$ cat src/rtl/ecg_interval_pkg.sv
// Shared definitions for the ECG interval calculator: FSM encoding,
// default widths and the heart-rate dividend helper.
// Optional build macro: ECG_INTERVAL_RR_AVG_EN (4-beat averaged RR).
package ecg_interval_pkg;

   localparam int POS_W_DEF  = 12;
   localparam int HR_W_DEF   = 8;
   localparam int FS_DEF     = 250;
   localparam int DIV_W_DEF  = 16;
   localparam int RR_MIN_DEF = 50;

   // Beats per minute = 60 * FS / RR, so the dividend is fixed per build
   function automatic int hr_dividend(input int fs);
      return 60 * fs;
   endfunction

   localparam int HR_DIVIDEND = 60 * FS_DEF;

   localparam logic [2:0] ST_IDLE    = 3'd0;
   localparam logic [2:0] ST_CAPTURE = 3'd1;
   localparam logic [2:0] ST_CHECK   = 3'd2;
   localparam logic [2:0] ST_DIVIDE  = 3'd3;
   localparam logic [2:0] ST_DONE    = 3'd4;

endpackage

$ cat src/rtl/ecg_seq_divider.sv
// Sequential restoring divider: one quotient bit per cycle, fixed DIV_W
// cycle latency from start to a one-cycle done pulse.
module ecg_seq_divider #(
   parameter int DIV_W = 16
)(
   input  logic             clk,
   input  logic             rst,
   input  logic             start,
   input  logic [DIV_W-1:0] dividend,
   input  logic [DIV_W-1:0] divisor,
   output logic [DIV_W-1:0] quotient,
   output logic             done
);

   localparam int CNT_W = $clog2(DIV_W + 1);

   logic [DIV_W:0]   rem_r;
   logic [DIV_W-1:0] quo_r;
   logic [DIV_W-1:0] dvs_r;
   logic [CNT_W-1:0] cnt_r;
   logic             done_r;
   logic [DIV_W+1:0] shifted_s;
   logic [DIV_W+1:0] trial_s;
   logic             fits_s;

   // Trial subtraction; borrow out of the top bit means the divisor did not fit
   always_comb begin
      shifted_s = {rem_r, quo_r[DIV_W-1]};
      trial_s   = shifted_s - {2'b00, dvs_r};
      fits_s    = ~trial_s[DIV_W+1];
   end

   // Load on start, then shift in one quotient bit per cycle
   always_ff @(posedge clk) begin
      if (rst) begin
         rem_r  <= '0;
         quo_r  <= '0;
         dvs_r  <= '0;
         cnt_r  <= '0;
         done_r <= 1'b0;
      end else if (start) begin
         rem_r  <= '0;
         quo_r  <= dividend;
         dvs_r  <= divisor;
         cnt_r  <= CNT_W'(DIV_W);
         done_r <= 1'b0;
      end else if (cnt_r != '0) begin
         rem_r  <= fits_s ? trial_s[DIV_W:0] : shifted_s[DIV_W:0];
         quo_r  <= {quo_r[DIV_W-2:0], fits_s};
         cnt_r  <= cnt_r - CNT_W'(1);
         done_r <= (cnt_r == CNT_W'(1));
      end else begin
         done_r <= 1'b0;
      end
   end

   assign quotient = quo_r;
   assign done     = done_r;

endmodule

$ cat src/rtl/ecg_interval_calc.sv
// ECG interval calculator: latches fiducials on a start1 rising edge,
// derives PR/QRS/QT/ST/RR and heart rate, strobes feat_valid.
// Optional build macro: ECG_INTERVAL_RR_AVG_EN (4-beat averaged RR).
module ecg_interval_calc
   import ecg_interval_pkg::*;
#(
   parameter int POS_W  = POS_W_DEF,
   parameter int FS     = FS_DEF,
   parameter int DIV_W  = DIV_W_DEF,
   parameter int RR_MIN = RR_MIN_DEF,
   parameter int HR_W   = HR_W_DEF
)(
   input  logic                    clk,
   input  logic                    nReset,
   input  logic                    start1,
   input  logic signed [POS_W-1:0] p_begin,
   input  logic signed [POS_W-1:0] p_end,
   input  logic signed [POS_W-1:0] start_qrs_fin_2,
   input  logic signed [POS_W-1:0] end_qrs_fin_2,
   input  logic signed [POS_W-1:0] t_begin,
   input  logic signed [POS_W-1:0] t_end,
   input  logic signed [POS_W-1:0] r_peak_pos_ref,
   output logic [POS_W-1:0]        pr_int,
   output logic [POS_W-1:0]        qrs_dur,
   output logic [POS_W-1:0]        qt_int,
   output logic [POS_W-1:0]        st_seg,
   output logic [POS_W-1:0]        rr_int,
   output logic [HR_W-1:0]         heart_rate,
   output logic                    feat_valid,
   output logic                    hr_valid,
   output logic                    err_order,
   output logic                    overrun,
   output logic                    busy
);

   localparam logic [DIV_W-1:0] DIVIDEND = DIV_W'(hr_dividend(FS));
   localparam logic [POS_W-1:0] RR_MIN_V = POS_W'(RR_MIN);
   localparam logic [HR_W-1:0]  HR_MAX   = {HR_W{1'b1}};

   logic [2:0]              state_r;
   logic [2:0]              state_nxt_s;
   logic                    start1_d_r;
   logic                    rise_s;
   logic signed [POS_W-1:0] pb_r, pe_r, qs_r, qe_r, tb_r, te_r, r_r;
   logic [POS_W-1:0]        r_prev_r;
   logic                    first_beat_r;
   logic [POS_W-1:0]        pr_c_r, qrs_c_r, qt_c_r, st_c_r, rr_c_r;
   logic                    err_c_r;
   logic                    hr_ok_r;
   logic                    order_ok_s;
   logic [POS_W-1:0]        rr_raw_s;
   logic [POS_W-1:0]        rr_rep_s;
   logic                    hr_ok_s;
   logic                    div_start_s;
   logic                    div_done_s;
   logic [DIV_W-1:0]        quotient_s;
   logic [HR_W-1:0]         hr_sat_s;

   assign rise_s      = start1 & ~start1_d_r;
   assign div_start_s = (state_r == ST_CHECK);

   // Fiducial ordering and modular R-R distance from the captured beat
   always_comb begin
      order_ok_s = (pb_r <= pe_r) && (pe_r <= qs_r) && (qs_r <= qe_r) &&
                   (qe_r <= tb_r) && (tb_r <= te_r);
      rr_raw_s   = $unsigned(r_r) - r_prev_r;
   end

`ifdef ECG_INTERVAL_RR_AVG_EN
   logic [POS_W-1:0] hist_r     [4];
   logic [POS_W-1:0] hist_nxt_s [4];
   logic [2:0]       hist_cnt_r;
   logic [2:0]       cnt_nxt_s;
   logic [POS_W+1:0] sum_s;
   logic             accept_s;

   // Shift an acceptable RR into the history and average the four slots
   always_comb begin
      accept_s = ~first_beat_r & (rr_raw_s >= RR_MIN_V);
      if (accept_s) begin
         hist_nxt_s[0] = rr_raw_s;
         hist_nxt_s[1] = hist_r[0];
         hist_nxt_s[2] = hist_r[1];
         hist_nxt_s[3] = hist_r[2];
      end else begin
         hist_nxt_s[0] = hist_r[0];
         hist_nxt_s[1] = hist_r[1];
         hist_nxt_s[2] = hist_r[2];
         hist_nxt_s[3] = hist_r[3];
      end
      if (accept_s && (hist_cnt_r != 3'd4)) begin
         cnt_nxt_s = hist_cnt_r + 3'd1;
      end else begin
         cnt_nxt_s = hist_cnt_r;
      end
      sum_s    = (POS_W+2)'(hist_nxt_s[0]) + (POS_W+2)'(hist_nxt_s[1]) +
                 (POS_W+2)'(hist_nxt_s[2]) + (POS_W+2)'(hist_nxt_s[3]);
      rr_rep_s = sum_s[POS_W+1:2];
      hr_ok_s  = accept_s & (cnt_nxt_s == 3'd4);
   end

   // RR history is committed once per beat in CHECK
   always_ff @(posedge clk) begin
      if (nReset) begin
         for (int i = 0; i < 4; i++) hist_r[i] <= '0;
         hist_cnt_r <= 3'd0;
      end else if (state_r == ST_CHECK) begin
         for (int i = 0; i < 4; i++) hist_r[i] <= hist_nxt_s[i];
         hist_cnt_r <= cnt_nxt_s;
      end else begin
         hist_cnt_r <= hist_cnt_r;
      end
   end
`else
   // Instantaneous RR drives both the report and the divider
   always_comb begin
      rr_rep_s = rr_raw_s;
      hr_ok_s  = ~first_beat_r & (rr_raw_s >= RR_MIN_V);
   end
`endif

   ecg_seq_divider #(
      .DIV_W    (DIV_W)
   ) u_div (
      .clk      (clk),
      .rst      (nReset),
      .start    (div_start_s),
      .dividend (DIVIDEND),
      .divisor  (DIV_W'(rr_rep_s)),
      .quotient (quotient_s),
      .done     (div_done_s)
   );

   // Clamp the quotient to the heart-rate output range
   always_comb begin
      if (quotient_s > DIV_W'(HR_MAX)) begin
         hr_sat_s = HR_MAX;
      end else begin
         hr_sat_s = quotient_s[HR_W-1:0];
      end
   end

   // Next-state logic; a trigger in DONE restarts immediately
   always_comb begin
      state_nxt_s = state_r;
      case (state_r)
         ST_IDLE:    state_nxt_s = rise_s ? ST_CAPTURE : ST_IDLE;
         ST_CAPTURE: state_nxt_s = ST_CHECK;
         ST_CHECK:   state_nxt_s = ST_DIVIDE;
         ST_DIVIDE:  state_nxt_s = div_done_s ? ST_DONE : ST_DIVIDE;
         ST_DONE:    state_nxt_s = rise_s ? ST_CAPTURE : ST_IDLE;
         default:    state_nxt_s = ST_IDLE;
      endcase
   end

   // State register and start1 edge detector
   always_ff @(posedge clk) begin
      if (nReset) begin
         state_r    <= ST_IDLE;
         start1_d_r <= 1'b0;
      end else begin
         state_r    <= state_nxt_s;
         start1_d_r <= start1;
      end
   end

   // Capture fiducials, then derive intervals and RR in CHECK
   always_ff @(posedge clk) begin
      if (nReset) begin
         pb_r <= '0; pe_r <= '0; qs_r <= '0; qe_r <= '0;
         tb_r <= '0; te_r <= '0; r_r  <= '0;
         r_prev_r <= '0;
         pr_c_r   <= '0; qrs_c_r <= '0; qt_c_r <= '0; st_c_r <= '0;
         rr_c_r   <= '0;
         err_c_r  <= 1'b0;
         hr_ok_r  <= 1'b0;
      end else begin
         case (state_r)
            ST_CAPTURE: begin
               pb_r <= p_begin;         pe_r <= p_end;
               qs_r <= start_qrs_fin_2; qe_r <= end_qrs_fin_2;
               tb_r <= t_begin;         te_r <= t_end;
               r_r  <= r_peak_pos_ref;
            end
            ST_CHECK: begin
               if (order_ok_s) begin
                  pr_c_r  <= $unsigned(qs_r - pb_r);
                  qrs_c_r <= $unsigned(qe_r - qs_r);
                  qt_c_r  <= $unsigned(te_r - qs_r);
                  st_c_r  <= $unsigned(tb_r - qe_r);
               end else begin
                  pr_c_r  <= '0;
                  qrs_c_r <= '0;
                  qt_c_r  <= '0;
                  st_c_r  <= '0;
               end
               err_c_r  <= ~order_ok_s;
               rr_c_r   <= rr_rep_s;
               hr_ok_r  <= hr_ok_s;
               r_prev_r <= $unsigned(r_r);
            end
            default: begin
               err_c_r <= err_c_r;
            end
         endcase
      end
   end

   // Publish results on divider completion; track busy and overrun
   always_ff @(posedge clk) begin
      if (nReset) begin
         pr_int     <= '0; qrs_dur <= '0; qt_int <= '0; st_seg <= '0;
         rr_int     <= '0;
         heart_rate <= '0;
         feat_valid <= 1'b0;
         hr_valid   <= 1'b0;
         err_order  <= 1'b0;
         overrun    <= 1'b0;
         busy       <= 1'b0;
         first_beat_r <= 1'b1;
      end else begin
         feat_valid <= 1'b0;
         if ((state_r == ST_DIVIDE) && div_done_s) begin
            pr_int       <= pr_c_r;
            qrs_dur      <= qrs_c_r;
            qt_int       <= qt_c_r;
            st_seg       <= st_c_r;
            rr_int       <= rr_c_r;
            err_order    <= err_c_r;
            hr_valid     <= hr_ok_r;
            feat_valid   <= 1'b1;
            busy         <= 1'b0;
            first_beat_r <= 1'b0;
            if (hr_ok_r) begin
               heart_rate <= hr_sat_s;
            end else begin
               heart_rate <= heart_rate;
            end
         end else if (state_r == ST_CAPTURE) begin
            busy <= 1'b1;
         end else begin
            busy <= busy;
         end
         if (rise_s && ((state_r == ST_CAPTURE) || (state_r == ST_CHECK) ||
                        (state_r == ST_DIVIDE))) begin
            overrun <= 1'b1;
         end else begin
            overrun <= overrun;
         end
      end
   end

endmodule
$ cat config.mk
export PLATFORM = sky130hd
export DESIGN_NAME = ecg_interval_calc
export DESIGN_NICKNAME = d
export VERILOG_FILES = /design/src/rtl/ecg_interval_pkg.sv /design/src/rtl/ecg_seq_divider.sv /design/src/rtl/ecg_interval_calc.sv
export SDC_FILE = /design/constraint.sdc
export NUM_CORES = 1
export LEC_CHECK = 0
export ABC_AREA = 0
export CORE_MARGIN = 4
export CORE_UTILIZATION = 45
export DETAILED_ROUTE_END_ITERATION = 8
export GPL_TIMING_DRIVEN = 0
export PLACE_DENSITY = 0.79
export REMOVE_ABC_BUFFERS = 1
export SYNTH_ARGS = -nofsm -noshare
export SYNTH_HDL_FRONTEND = slang
export SYNTH_SLANG_ARGS = --single-unit
$ cat constraint.sdc
create_clock -name clk -period 3 [get_ports clk]
set_clock_uncertainty 0.1 [all_clocks]
set_input_delay 0.6 -clock clk [delete_from_list [all_inputs] [get_ports clk]]
set_output_delay 0.6 -clock clk [all_outputs]
set_load 0.05 [all_outputs]
Yosys cells after proc, flatten, opt, wreduce, memory -nomap -nowiden
Index checks and enable logic that the tools add are counted.
{"block": "word_totals", "register_bits": 275, "out_inout_bits": 73}
{"block": "classes", "n_addsub": 7, "n_lt_le_gt_ge": 7, "n_eq_ne": 5, "mux": 14, "bitwise_logic": 7, "reduce_logical": 16}
{"op": "<= comparator 12 bit", "count": 5}
{"op": "subtractor 12 bit", "count": 5}
{"op": "2-to-1 mux 12 bit", "count": 4}
{"op": "2-to-1 mux 14 bit", "count": 2}
{"op": "subtractor 18 x 12 -> 18 bit", "count": 1}
{"op": "2-to-1 mux 17 bit", "count": 1}
{"op": "greater-than comparator 16 x 8 -> 1 bit, second input constant", "count": 1}
{"op": "greater-or-equal comparator 12 x 6 -> 1 bit, second input constant", "count": 1}
{"op": "case mux 3 bit (4 select lines)", "count": 1}
{"op": "2-to-1 mux 5 bit", "count": 2}
{"op": "2-to-1 mux 8 bit", "count": 1}
{"op": "== test 3 x 2 -> 1 bit, second input constant", "count": 2}
{"op": "logical AND 1 bit", "count": 6}
{"op": "OR reduction 2 bit", "count": 3}
{"op": "== test 5 x 1 -> 1 bit, second input constant", "count": 1}
{"op": "NOT 1 bit", "count": 5}
{"op": "nonzero test 5 bit", "count": 1}
{"op": "subtractor 5 x 1 -> 5 bit, second input constant", "count": 1}
{"op": "== test 3 x 1 -> 1 bit, second input constant", "count": 1}
{"op": "== test 3 bit, second input constant", "count": 1}
{"op": "logical NOT 3 bit", "count": 1}
{"op": "2-to-1 mux 3 bit", "count": 1}
{"op": "OR reduction 3 bit", "count": 1}
{"op": "AND 1 bit", "count": 2}
{"op": "4 further kinds", "count": 6}

Depth between registers and ports, before layout
{"block": "depth", "ltp_word": 6, "mapped_depth": 14, "depth_no_buf": 12}

By module
Synthesis repeated with hierarchy kept, for this count alone.
{"block": "unflattened", "hier_cells": 1815, "area_unflattened_um2": 14626.5}
{"module": "ecg_interval_calc", "instances": 1, "cells_each": 1406, "area_each_um2": 11407.2, "seq_area_each_um2": 4724.5}
{"module": "ecg_seq_divider", "instances": 1, "cells_each": 409, "area_each_um2": 3219.3, "seq_area_each_um2": 1101.1}

Least setup slack after synthesis
No wires, ideal clock.
{"block": "synth_timing", "kind": "register -> register", "from": "register qe_r[0]", "to": "register pr_c_r[0]", "setup_ns": 0.059, "arrival_time_ns": 2.659, "path_slack_ns": 0.183, "stages_incl_launch_ff": 15, "period_less_slack_ns": 2.817, "path_cell_list": "dfxtp_1 inv_1 ha_1 inv_1 fa_1 a21o_1 a21oi_1 o31a_1 o22ai_1 o2111ai_1 a211oi_1 nor2b_1 clkbuf_1 buf_2 a22o_1"}
{"block": "synth_via", "elab_chain_cells": 5, "word_cells_on_any_way": 6}
{"item": "from (decl)", "line": "ecg_interval_calc.sv:44", "text": "logic signed [POS_W-1:0] pb_r, pe_r, qs_r, qe_r, tb_r, te_r, r_r;"}
{"item": "from (signal assigned)", "line": "ecg_interval_calc.sv:181", "text": "qs_r <= start_qrs_fin_2; qe_r <= end_qrs_fin_2;"}
{"item": "<= comparator 12 bit", "line": "ecg_interval_calc.sv:64", "text": "order_ok_s = (pb_r <= pe_r) && (pe_r <= qs_r) && (qs_r <= qe_r) &&"}
{"item": "logical AND 1 bit", "line": "ecg_interval_calc.sv:64"}
{"item": "logical AND 1 bit (*)", "line": "ecg_interval_calc.sv:64"}
{"item": "logical AND 1 bit (*)", "line": "ecg_interval_calc.sv:65", "text": "(qe_r <= tb_r) && (tb_r <= te_r);"}
{"item": "2-to-1 mux 12 bit (*)", "line": "ecg_interval_calc.sv:186", "text": "if (order_ok_s) begin"}
{"item": "to (signal assigned)", "line": "ecg_interval_calc.sv:187", "text": "pr_c_r <= $unsigned(qs_r - pb_r);"}
{"item": "to (decl)", "line": "ecg_interval_calc.sv:47", "text": "logic [POS_W-1:0] pr_c_r, qrs_c_r, qt_c_r, st_c_r, rr_c_r;"}
Every way passes the cells marked *; elsewhere a longest branch is shown, timed or not.
A chain may end at the register's enable or synchronous reset.

Worst setup path after layout
{"block": "layout_timing", "from": "register qs_r[0]", "to": "register qrs_c_r[3]"}
{"block": "layout_via", "elab_chain_cells": 6, "word_cells_on_any_way": 8}
{"item": "from (decl)", "line": "ecg_interval_calc.sv:44"}
{"item": "from (signal assigned)", "line": "ecg_interval_calc.sv:181"}
{"item": "<= comparator 12 bit", "line": "ecg_interval_calc.sv:64"}
{"item": "logical AND 1 bit (3 in series)", "line": "ecg_interval_calc.sv:64"}
{"item": "logical AND 1 bit", "line": "ecg_interval_calc.sv:65"}
{"item": "2-to-1 mux 12 bit (*)", "line": "ecg_interval_calc.sv:186"}
{"item": "to (signal assigned)", "line": "ecg_interval_calc.sv:188", "text": "qrs_c_r <= $unsigned(qe_r - qs_r);"}
{"item": "to (decl)", "line": "ecg_interval_calc.sv:47"}
Marks and branches as above.

==> summary.md <==
| Metric | Value |
|---|---|
| # placed instances | `2175` |
| Maximum buffer depth of the clock tree | `3` |
| Final std cells w/o fill | `2238` |
| Post-synthesis mux area share | `0.007493` |
| Total negative slack | `0 ns` |
| FMAX | `0.3414 GHz` |
| Worst hold path type | `input pin to flop` |
| Initial core utilization | `0.4596` |
| Die height | `182.4 um` |
| Routed Antenna Nets | `0` |
| Post-synth top area share | `0.4020` |
| Commonest register cell after synthesis | `dfxtp_1` |
| Final setup vio count | `0` |
| Largest family of logic cells by synthesized area | `compound AO/OA/AOI/OAI gates` |
| Max Cap Viol | `0` |
| Ports | `160` |
| Simple-gate area share of the yosys netlist | `0.1829` |
| Syn Inst Count | `1703` |
| Initial antenna violation count | `0` |
| Site Rows | `63` |
| H-Tree Level Count | `1` |
| Vias | `12150` |
| Synth top cells by count | `nand2_1 (393), dfxtp_1 (275), a21oi_1 (241), inv_1 (113), ha_1 (108)` |
| Post-synthesis compound-gate area fraction | `0.2051` |
| Largest net degree at the start of global routing | `138` |
| IO buf count | `159` |
| RD Place Congestion | `0.8788` |
| XOR/XNOR Fraction of Synth Area | `0.03966` |
| CTS tree | `yes` |
| Max FFs per register | `17` |
| Final wirelength | `35640 um` |
| First drt pass iteration count | `5` |
| First-pass GRT wire length | `57150 um` |
| Final count of pins violating max slew | `0` |
| Worst slew pin tran | `0.9721 ns` |
| RSZ-0062 raised after global routing | `yes` |
| Pre-CTS WS | `-0.5098 ns` |
| FF+latch count, synth | `275` |
| Num CTS Buffers | `30` |
| Crit. End Element | `flop` |
| Worst-Skew Late Latency | `0.57 ns` |
| # clock sinks | `275` |
| Mapped Area | `0.01369 mm^2` |
| Drt wl/cell | `15.92 um` |
| Fin. Hold Viols | `0` |
| Ratio of cells with drive above 1 in the final layout | `0.07684` |
| Final net count | `2027` |
| Clock period minus worst slack | `2.929 ns` |
| Register area share after synthesis | `0.4020` |
| Crit path from | `qs_r[0]` |
| Syn avg cell area | `8.041 um^2` |
| Pleak | `6.432 nW` |
| Status | `completed` |
| FF-to-FF path depth | `13` |
| Synth Area in Adders | `0.1075` |
| # diodes | `0` |
| DIE AREA | `0.03328 mm^2` |
| Total gr overflow | `0` |
| DR iter-0 viols | `615` |
| CTS root buffer | `clkbuf_16` |
| Top reg by flops | `u_div.rem_r` |
| Synth area leaders | `dfxtp_1 (40%), nand2_1 (11%), ha_1 (9.9%), a21oi_1 (8.8%), inv_1 (3.1%)` |
| CORE AREA | `0.02980 mm^2` |
| Vias per cell | `5.430` |
| Syn. warnings | `0` |
| Critical path required time | `3.41 ns` |
| Hpwl dp | `24410 um` |
| Area Growth Syn to Fin | `24.41%` |
| Normalized max-slew margin | `0.3520` |
| Reg clk slew, reported paths | `0.06 ns` |
| Setup WS post-layout | `0.07116 ns` |
| WHS | `0.3135 ns` |
| CTS Hold Bufs | `0` |
| Worst Min Path Start | `nReset` |
| GRT Util Overall | `0.2036` |
| Critical path class | `flop to flop` |
| Post-synth top area cell | `dfxtp_1` |
| Die W | `182.4 um` |
| WP data arrival | `3.34 ns` |
| Vias in the first global route | `11820` |
| Worst-path fanout max | `7` |
| Startpoint Class | `flop` |
| Most frequent cell after synthesis | `nand2_1` |
| Reg-to-reg critical path startpoint | `qs_r[0]` |
| Async S/R FF share, synth | `0` |
| Max VDD drop | `0.0005092 V` |
| PD cells | `755.1 mW/mm^2` |
| Residual DRC | `0` |
| Period utilization | `0.9763` |
| Number of synthesized flops with an enable pin | `0` |
| Post-synth cell types | `65` |
| Min-Delay Path Depth | `2` |
-- final timing paths --
path | to | slack (ns)
worst min register to register | hr_ok_r | 0.35
worst min-delay path | qrs_dur[8] | 0.31
worst max register to register | qrs_c_r[3] | 0.07
worst max-delay path | qrs_c_r[3] | 0.07
-- what timing repair did --
| item | CTS | global route |
|---|---|---|
| setup buffers | 3 | 3 |
| cloned | 1 | 2 |
| setup endpoints to repair | 65 | 61 |
| pin swaps | 4 | 12 |
| gates resized for setup | 15 | 44 |
-- through the flow --
step                area, um^2    util  power, mW
floorplan                13360       -      7.556
global placement         15440  0.5182      8.534
detailed placement       15670  0.5258      8.759
CTS                      16800  0.5637      12.73
global route             17040  0.5718      13.63
finish                   17040  0.5718      12.86
-- cell type report --
cell class | instances | area, um^2
fill | 2672 | 12760
multi-input combinational | 1229 | 7730
sequential | 275 | 5517
timing repair buffer | 177 | 1841
clock buffer | 39 | 844.6
tap | 390 | 488.0
inverter | 113 | 426.7
clock inverter | 15 | 190.2
-- report_power, final --
part | internal [mW] | total, mW | switching, mW
logic | 2.15 | 4.79 | 2.64
registers | 3.96 | 4.23 | 0.275
clock network | 2.32 | 3.84 | 1.52
total | 8.43 | 12.9 | 4.44
-- worst max-delay path: stages (launching register included) --
cell	delay, ns
dfxtp_4	0.39
ha_4	0.18
inv_2	0.06
fa_2	0.20
a21o_1	0.15
a21oi_4	0.08
o31a_1	0.31
o22ai_2	0.18
o2111ai_2	0.16
a211oi_2	0.23
buf_4	0.17
nor2b_4	0.29
clkbuf_16	0.22
a32o_1	0.15
-- cells in the final DEF (no fill, tap or decap), drive strengths merged, types with 10 or more instances in the layout --
| cell | count |
|---|---|
| o21a | 17 |
| nand2b | 10 |
| nand4 | 14 |
| clkbuf | 40 |
| nand2 | 393 |
| xor2 | 15 |
| dfxtp | 275 |
| clkinv | 11 |
| a21oi | 241 |
| a21o | 21 |
| nor3 | 33 |
| o21ai | 40 |
| ha | 108 |
| a211oi | 14 |
| a22o | 46 |
| buf | 18 |
| clkdlybuf4s50 | 158 |
| nor2b | 13 |
| nor2 | 80 |
| inv | 113 |
| xnor2 | 47 |
| a31oi | 10 |
-- kinds of logic (layout without fill, tap and decap cells) --
family / after synthesis / in the layout
compound gates: 449 / 449
xor+xnor: 62 / 62
fa+ha+maj: 114 / 114
buf+inv: 200 / 344
flops: 275 / 275
mux: 10 / 10
simple gates: 593 / 594
-- routing by layer --
| layer | wire (um) | share of wire | global-route usage |
|---|---|---|---|
| met5 | 0 | 0 | 0 |
| met1 | 15430 | 0.43 | 0.2526 |
| met2 | 17550 | 0.49 | 0.3700 |
| met3 | 1675 | 0.047 | 0.02751 |
| met4 | 980 | 0.027 | 0.05614 |
Note: power is estimated with default switching activity, not from simulation.
==> RTL change 1 (same flow settings) <==
Add a define of `ECG_INTERVAL_RR_AVG_EN`.
--- a/src/rtl/ecg_interval_calc.sv
+++ b/src/rtl/ecg_interval_calc.sv
@@ -1,6 +1,8 @@
 // ECG interval calculator: latches fiducials on a start1 rising edge,
 // derives PR/QRS/QT/ST/RR and heart rate, strobes feat_valid.
 // Optional build macro: ECG_INTERVAL_RR_AVG_EN (4-beat averaged RR).
+`define ECG_INTERVAL_RR_AVG_EN
+
 module ecg_interval_calc
    import ecg_interval_pkg::*;
 #(
Formal check against the unedited RTL: same outputs for any inputs over 10 cycles, from zero or initial values and one cycle with nReset high; that may be too few to reach the edited logic, so the function may still have changed.
==> RTL change 1 against the original RTL <==
The flow now finishes with violations (setup timing). Sequential share of layout area is 1.6 points lower. Via count up 26%. Power grew 23%. Setup slack lost 3800 ps. Cell area rose by 34%. Final cell count rose by 20%. Sequential cell count is 51 higher. Synthesized area rose by 23%. Wire length is 49% higher. Synthesized cell count grew 15%. Critical path type unchanged. Largest cell class unchanged. Highest routed layer unchanged.
==> RTL change 1: results (changes against the original RTL) <==
status=complete, but fails checks (was completed); failing checks=setup timing; Slowest-stage cell, CP=fa_1 (was dfxtp_4); Hold WS=353.2 ps (was 313.5 ps); flip-flop count of the largest register after layout=48 (was 17); GP Congestion=0.8790 (was 0.8788); FF-to-FF End=u_div.dvs_r[10] (was qrs_c_r[3]); non-clk buf share=0.1347 (was 0.1080); total number of vias=15.31k (was 12.15k); post-synthesis sequential area ratio=0.4150 (was 0.4020); Worst-Skew Late Latency=540 ps (was 570 ps); nonclk buf count=280 (was 177); vias in the first global route=14.73k (was 11.82k); largest net degree at the start of global routing=114 (was 138); Commonest cells post-synth=nand2_1 (394), dfxtp_1 (278), a21oi_1 (239) (was nand2_1 (393), dfxtp_1 (275), a21oi_1 (241)); Worst Hold Class=reg2reg (was in2reg); sequential cell area share=0.3075 (was 0.3238); Final Setup Violations=115 (was 0); worst-margin pin slew=1221 ps (was 972.1 ps); area occupied by multi-input gates=10350 µm² (was 7730 µm²); total track usage=0.2249 (was 0.2036); Logic inverters=153 (was 113); post-route setup slack=-3741 ps (was 71.16 ps); XOR/XNOR Fraction of Synth Area=0.03475 (was 0.03966); Yosys reg bits=326 (was 275); dpl cells=2510 (was 2175); largest reg by FF count=hist_r (was u_div.rem_r); FILL cells=2782 (was 2672); post-synthesis compound-gate area fraction=0.1630 (was 0.2051); Synth Area in Adders=0.1252 (was 0.1075); clock buf count=46 (was 39); layout cell share with drive strength beyond 1=0.1931 (was 0.07684); WP data arrival=6970 ps (was 3340 ps); top post-synthesis cells by area=dfxtp_1 (33%), ha_1 (9.0%), nand2_1 (8.8%) (was dfxtp_1 (40%), nand2_1 (11%), ha_1 (9.9%)); final cell area excluding filler cells=22860 µm² (was 17040 µm²); number of synthesized flops with an enable pin=48 (was 0); Initial DRT Pass Iterations=6 (was 5); Avg Cell Area, Syn=8.602 µm² (was 8.041 µm²); first-pass GRT wire length=76320 µm (was 57150 µm); Final HPWL DP=29340 µm (was 24410 µm); Pleak=8.898 nW (was 6.432 nW)
## RTL change 1: changes by cell type in the layout (fill, tap and decap cells not counted), moves of 19 or more
cell / before / now
buf_4: 7 / 44
buf_6: 3 / 47
mux2_4: 0 / 24
nor2b_1: 11 / 30
inv_1: 107 / 141
fa_1: 5 / 26
nor2_1: 78 / 109
mux2i_4: 0 / 19
a22o_4: 0 / 25
a22o_1: 46 / 14
a21oi_1: 236 / 216
edfxtp_1: 0 / 48
## RTL change 1: power breakdown
part           switching, mW  leakage [nW]  internal [mW]
Clock                   1.92         0.607           2.72
Sequential             0.311          2.76           4.76
Combinational           3.35          5.53           2.81
## RTL change 1: worst max path at each step
stage / startpoint / endpoint / slack [ps] / cells past startpoint
6_report: r_r[0] / u_div.dvs_r[10] / -3740 / 29
3_3_place_gp: nReset / hist_r[2][5] / -13510 / 3
4_1_cts: r_r[1] / u_div.dvs_r[11] / -3210 / 25
5_1_grt: r_r[0] / u_div.dvs_r[10] / -3770 / 30
3_5_place_dp: r_r[1] / u_div.dvs_r[11] / -4130 / 25
2_1_floorplan: r_prev_r[1] / u_div.dvs_r[11] / -4290 / 25
## RTL change 1: metal layers
metal,global-route usage,wire length (µm),vias up
li1,-,-,7095
met1,0.2751,20420,7186
met2,0.3888,25580,779
met3,0.04013,3737,248
met4,0.09888,3535,0
met5,0,0,-
## RTL change 1: critical path, delay by kind of cell, from the launching register on
family,cells,cell delay (ps)
simple gates,2,230
flops,1,330
mux,1,330
buf+inv,7,650
fa+ha+maj,5,2030
xor+xnor,2,520
compound gates,12,2320
## RTL change 1: repair_timing
item | CTS | global route
gates cloned | 7 | 1
endpoints found under the hold margin | 0 | 0
resized for setup | 158 | 209
pin swaps | 59 | 87
endpoints found under the setup margin | 130 | 137
setup buffers | 66 | 43
==> RTL change 2 (same settings) <==
Without the edit above. Put one more register stage on the output `qt_int`, cleared by the reset. The value now appears one clock later. The other outputs are not delayed to match.
--- a/src/rtl/ecg_interval_calc.sv
+++ b/src/rtl/ecg_interval_calc.sv
@@ -37,6 +37,8 @@
    localparam logic [POS_W-1:0] RR_MIN_V = POS_W'(RR_MIN);
    localparam logic [HR_W-1:0]  HR_MAX   = {HR_W{1'b1}};
 
+   logic [POS_W-1:0] qt_int_s0;
+
    logic [2:0]              state_r;
    logic [2:0]              state_nxt_s;
    logic                    start1_d_r;
@@ -209,7 +211,7 @@
    // Publish results on divider completion; track busy and overrun
    always_ff @(posedge clk) begin
       if (nReset) begin
-         pr_int     <= '0; qrs_dur <= '0; qt_int <= '0; st_seg <= '0;
+         pr_int     <= '0; qrs_dur <= '0; qt_int_s0 <= '0; st_seg <= '0;
          rr_int     <= '0;
          heart_rate <= '0;
          feat_valid <= 1'b0;
@@ -223,7 +225,7 @@
          if ((state_r == ST_DIVIDE) && div_done_s) begin
             pr_int       <= pr_c_r;
             qrs_dur      <= qrs_c_r;
-            qt_int       <= qt_c_r;
+            qt_int_s0    <= qt_c_r;
             st_seg       <= st_c_r;
             rr_int       <= rr_c_r;
             err_order    <= err_c_r;
@@ -250,4 +252,12 @@
       end
    end
 
+   always_ff @(posedge clk) begin
+      if (nReset) begin
+         qt_int <= '0;
+      end else begin
+         qt_int <= qt_int_s0;
+      end
+   end
+
 endmodule
Behaviour: no difference found for any inputs over 10 cycles, from zero or initial values and one cycle with nReset high; that may be too few to reach the edited logic, so the function may still have changed.
==> RTL change 2 against the original RTL <==
Non-clock buffer count is 6 higher. Largest power group is now the clock network. Sequential cell count rose by 12. Power shrank 0.66%. The flow now finishes with violations (setup timing). Core utilization grew 0.072 points. Setup slack lost 96 ps. Synthesized area increased by 1.7%. Cell area increased by 2.8%. Wire length grew 5.9%.
==> RTL change 2: results (changes against the original RTL) <==
status=complete, but fails checks (was completed); failing checks=setup timing; top post-synthesis cells by area=dfxtp_1 (41%), nand2_1 (12%), ha_1 (9.7%) (was dfxtp_1 (40%), nand2_1 (11%), ha_1 (9.9%)); post-synthesis mux area share=0.002964 (was 0.007493); Slowest-stage cell, CP=or4_4 (was dfxtp_4); Synth Area in Adders=0.1056 (was 0.1075); first-pass GRT wire length=59310 µm (was 57150 µm); met1 wire length=15810 µm (was 15430 µm); Worst-Skew Late Latency=580 ps; VDD IR max=462.7 µV (was 509.2 µV); FILL cells=2761 (was 2672); largest net degree at the start of global routing=115 (was 138); layout cell share with drive strength beyond 1=0.08044 (was 0.07684); total track usage=0.2104 (was 0.2036); Synth cell types=61 (was 65); TritonCTS buffer count=31 (was 30); Yosys Warn Count=0 (unchanged); largest reg by FF count=u_div.rem_r (unchanged); met2 wire len=18560 µm (was 17550 µm); post-route setup slack=-25.14 ps (was 71.16 ps); Commonest cells post-synth=nand2_1 (439), dfxtp_1 (287), a21oi_1 (252) (was nand2_1 (393), dfxtp_1 (275), a21oi_1 (241)); Final Setup Violations=1 (was 0); wire length per cell=16.25 µm (was 15.92 µm); WP data arrival=3370 ps (was 3340 ps); Root Driver=clkbuf_16 (unchanged); Via density=5.381 (was 5.430); Worst Hold Launch=st_c_r[3] (was nReset); worst relative slew slack=0.4370 (was 0.3520); XOR/XNOR Fraction of Synth Area=0.03710 (was 0.03966); Final HPWL DP=25210 µm (was 24410 µm); Pleak=6.506 nW (was 6.432 nW); Placement Setup Slack=-926.9 ps (was -509.8 ps); setup bufs post-CTS=8 (was 3); Worst Setup SP=u_div.dvs_r[11] (was qs_r[0]); Worst Hold Class=reg2reg (was in2reg); number of gates resized after cts=18 (was 15); post-synthesis sequential area ratio=0.4125 (was 0.4020); Clock Pin Slew Worst Setup and Hold Paths=60 ps (about the same); met3 wire len=2033 µm (was 1675 µm); crit-path max cell delay=550 ps (was 390 ps); post-synthesis compound-gate area fraction=0.1856 (was 0.2051); Max clock buf depth=3 (unchanged); Async SR Flop Fraction=0 (unchanged); # port buffers=159 (unchanged); top_reg_cell synth=dfxtp_1 (unchanged); GP Congestion=0.9304 (was 0.8788); Iter 0 DRT Violations=711 (was 615); Nets=2104 (was 2027); largest family of logic cells by synthesized area=simple AND/OR/NAND/NOR gates (was compound AO/OA/AOI/OAI gates); critical path peak fanout=8 (was 7); vias in the first global route=12.09k (was 11.82k); kind of cell adding the most delay to the critical path=simple AND/OR/NAND/NOR gates (was compound AO/OA/AOI/OAI gates); flip-flop count of the largest register after layout=17 (unchanged)
RTL change 2: final timing paths:
kind | end | slack (ps) | cells after the start
worst max-delay path | u_div.rem_r[15] | -30 | 10
worst min-delay path | st_c_r[3] | 350 | 2
worst max register to register | u_div.rem_r[15] | -30 | 10
worst min register to register | st_c_r[3] | 350 | 2
RTL change 2: through the flow:
stage / setup TNS [ps] / utilization / cells / cell area (µm²)
final: -25.14 / 0.5725 / 2323 / 17510
after global routing: -391.4 / 0.5725 / 2323 / 17510
after CTS: -134.6 / 0.5654 / 2316 / 17300
after detailed placement: -46500 / 0.5206 / 2246 / 15930
after global placement: -1735890 / 0.5123 / 2233 / 15670
after floorplan: -240320 / - / 1678 / 13580
RTL change 2: area by class of cell:
class / count / area, µm² / area share
multi-input combinational: 1294 / 7790 / 0.4448
inverter: 106 / 397.9 / 0.02272
sequential: 287 / 5754 / 0.3286
timing repair buffer: 183 / 1898 / 0.1084
tap: 396 / 495.5 / 0.02829
clock inverter: 16 / 292.8 / 0.01672
clock buffer: 41 / 883.3 / 0.05044
RTL change 2: routing by layer:
layer / global-route usage / vias up
met1: 0.2606 / 5857
met5: 0 / -
met4: 0.06832 / 0
met3: 0.03403 / 74
met2: 0.3734 / 341
li1: - / 6227
RTL change 2: cell families (layout without fill, tap and decap cells):
logic type | after synthesis | after routing
multiplexers | 4 | 4
AO/OA/AOI/OAI | 449 | 450
AND/OR/NAND/NOR | 659 | 667
buffers and inverters | 194 | 346
adder cells (fa/ha/maj) | 114 | 114
XOR/XNOR | 59 | 59
flip-flops | 287 | 287
RTL change 2: where the power goes:
group          internal [mW]  total (mW)  leakage [nW]  switching (mW)
Clock                   2.75        4.32         0.574            1.58
Combinational           1.85        4.16          3.60            2.31
Sequential              4.06        4.30          2.33           0.233
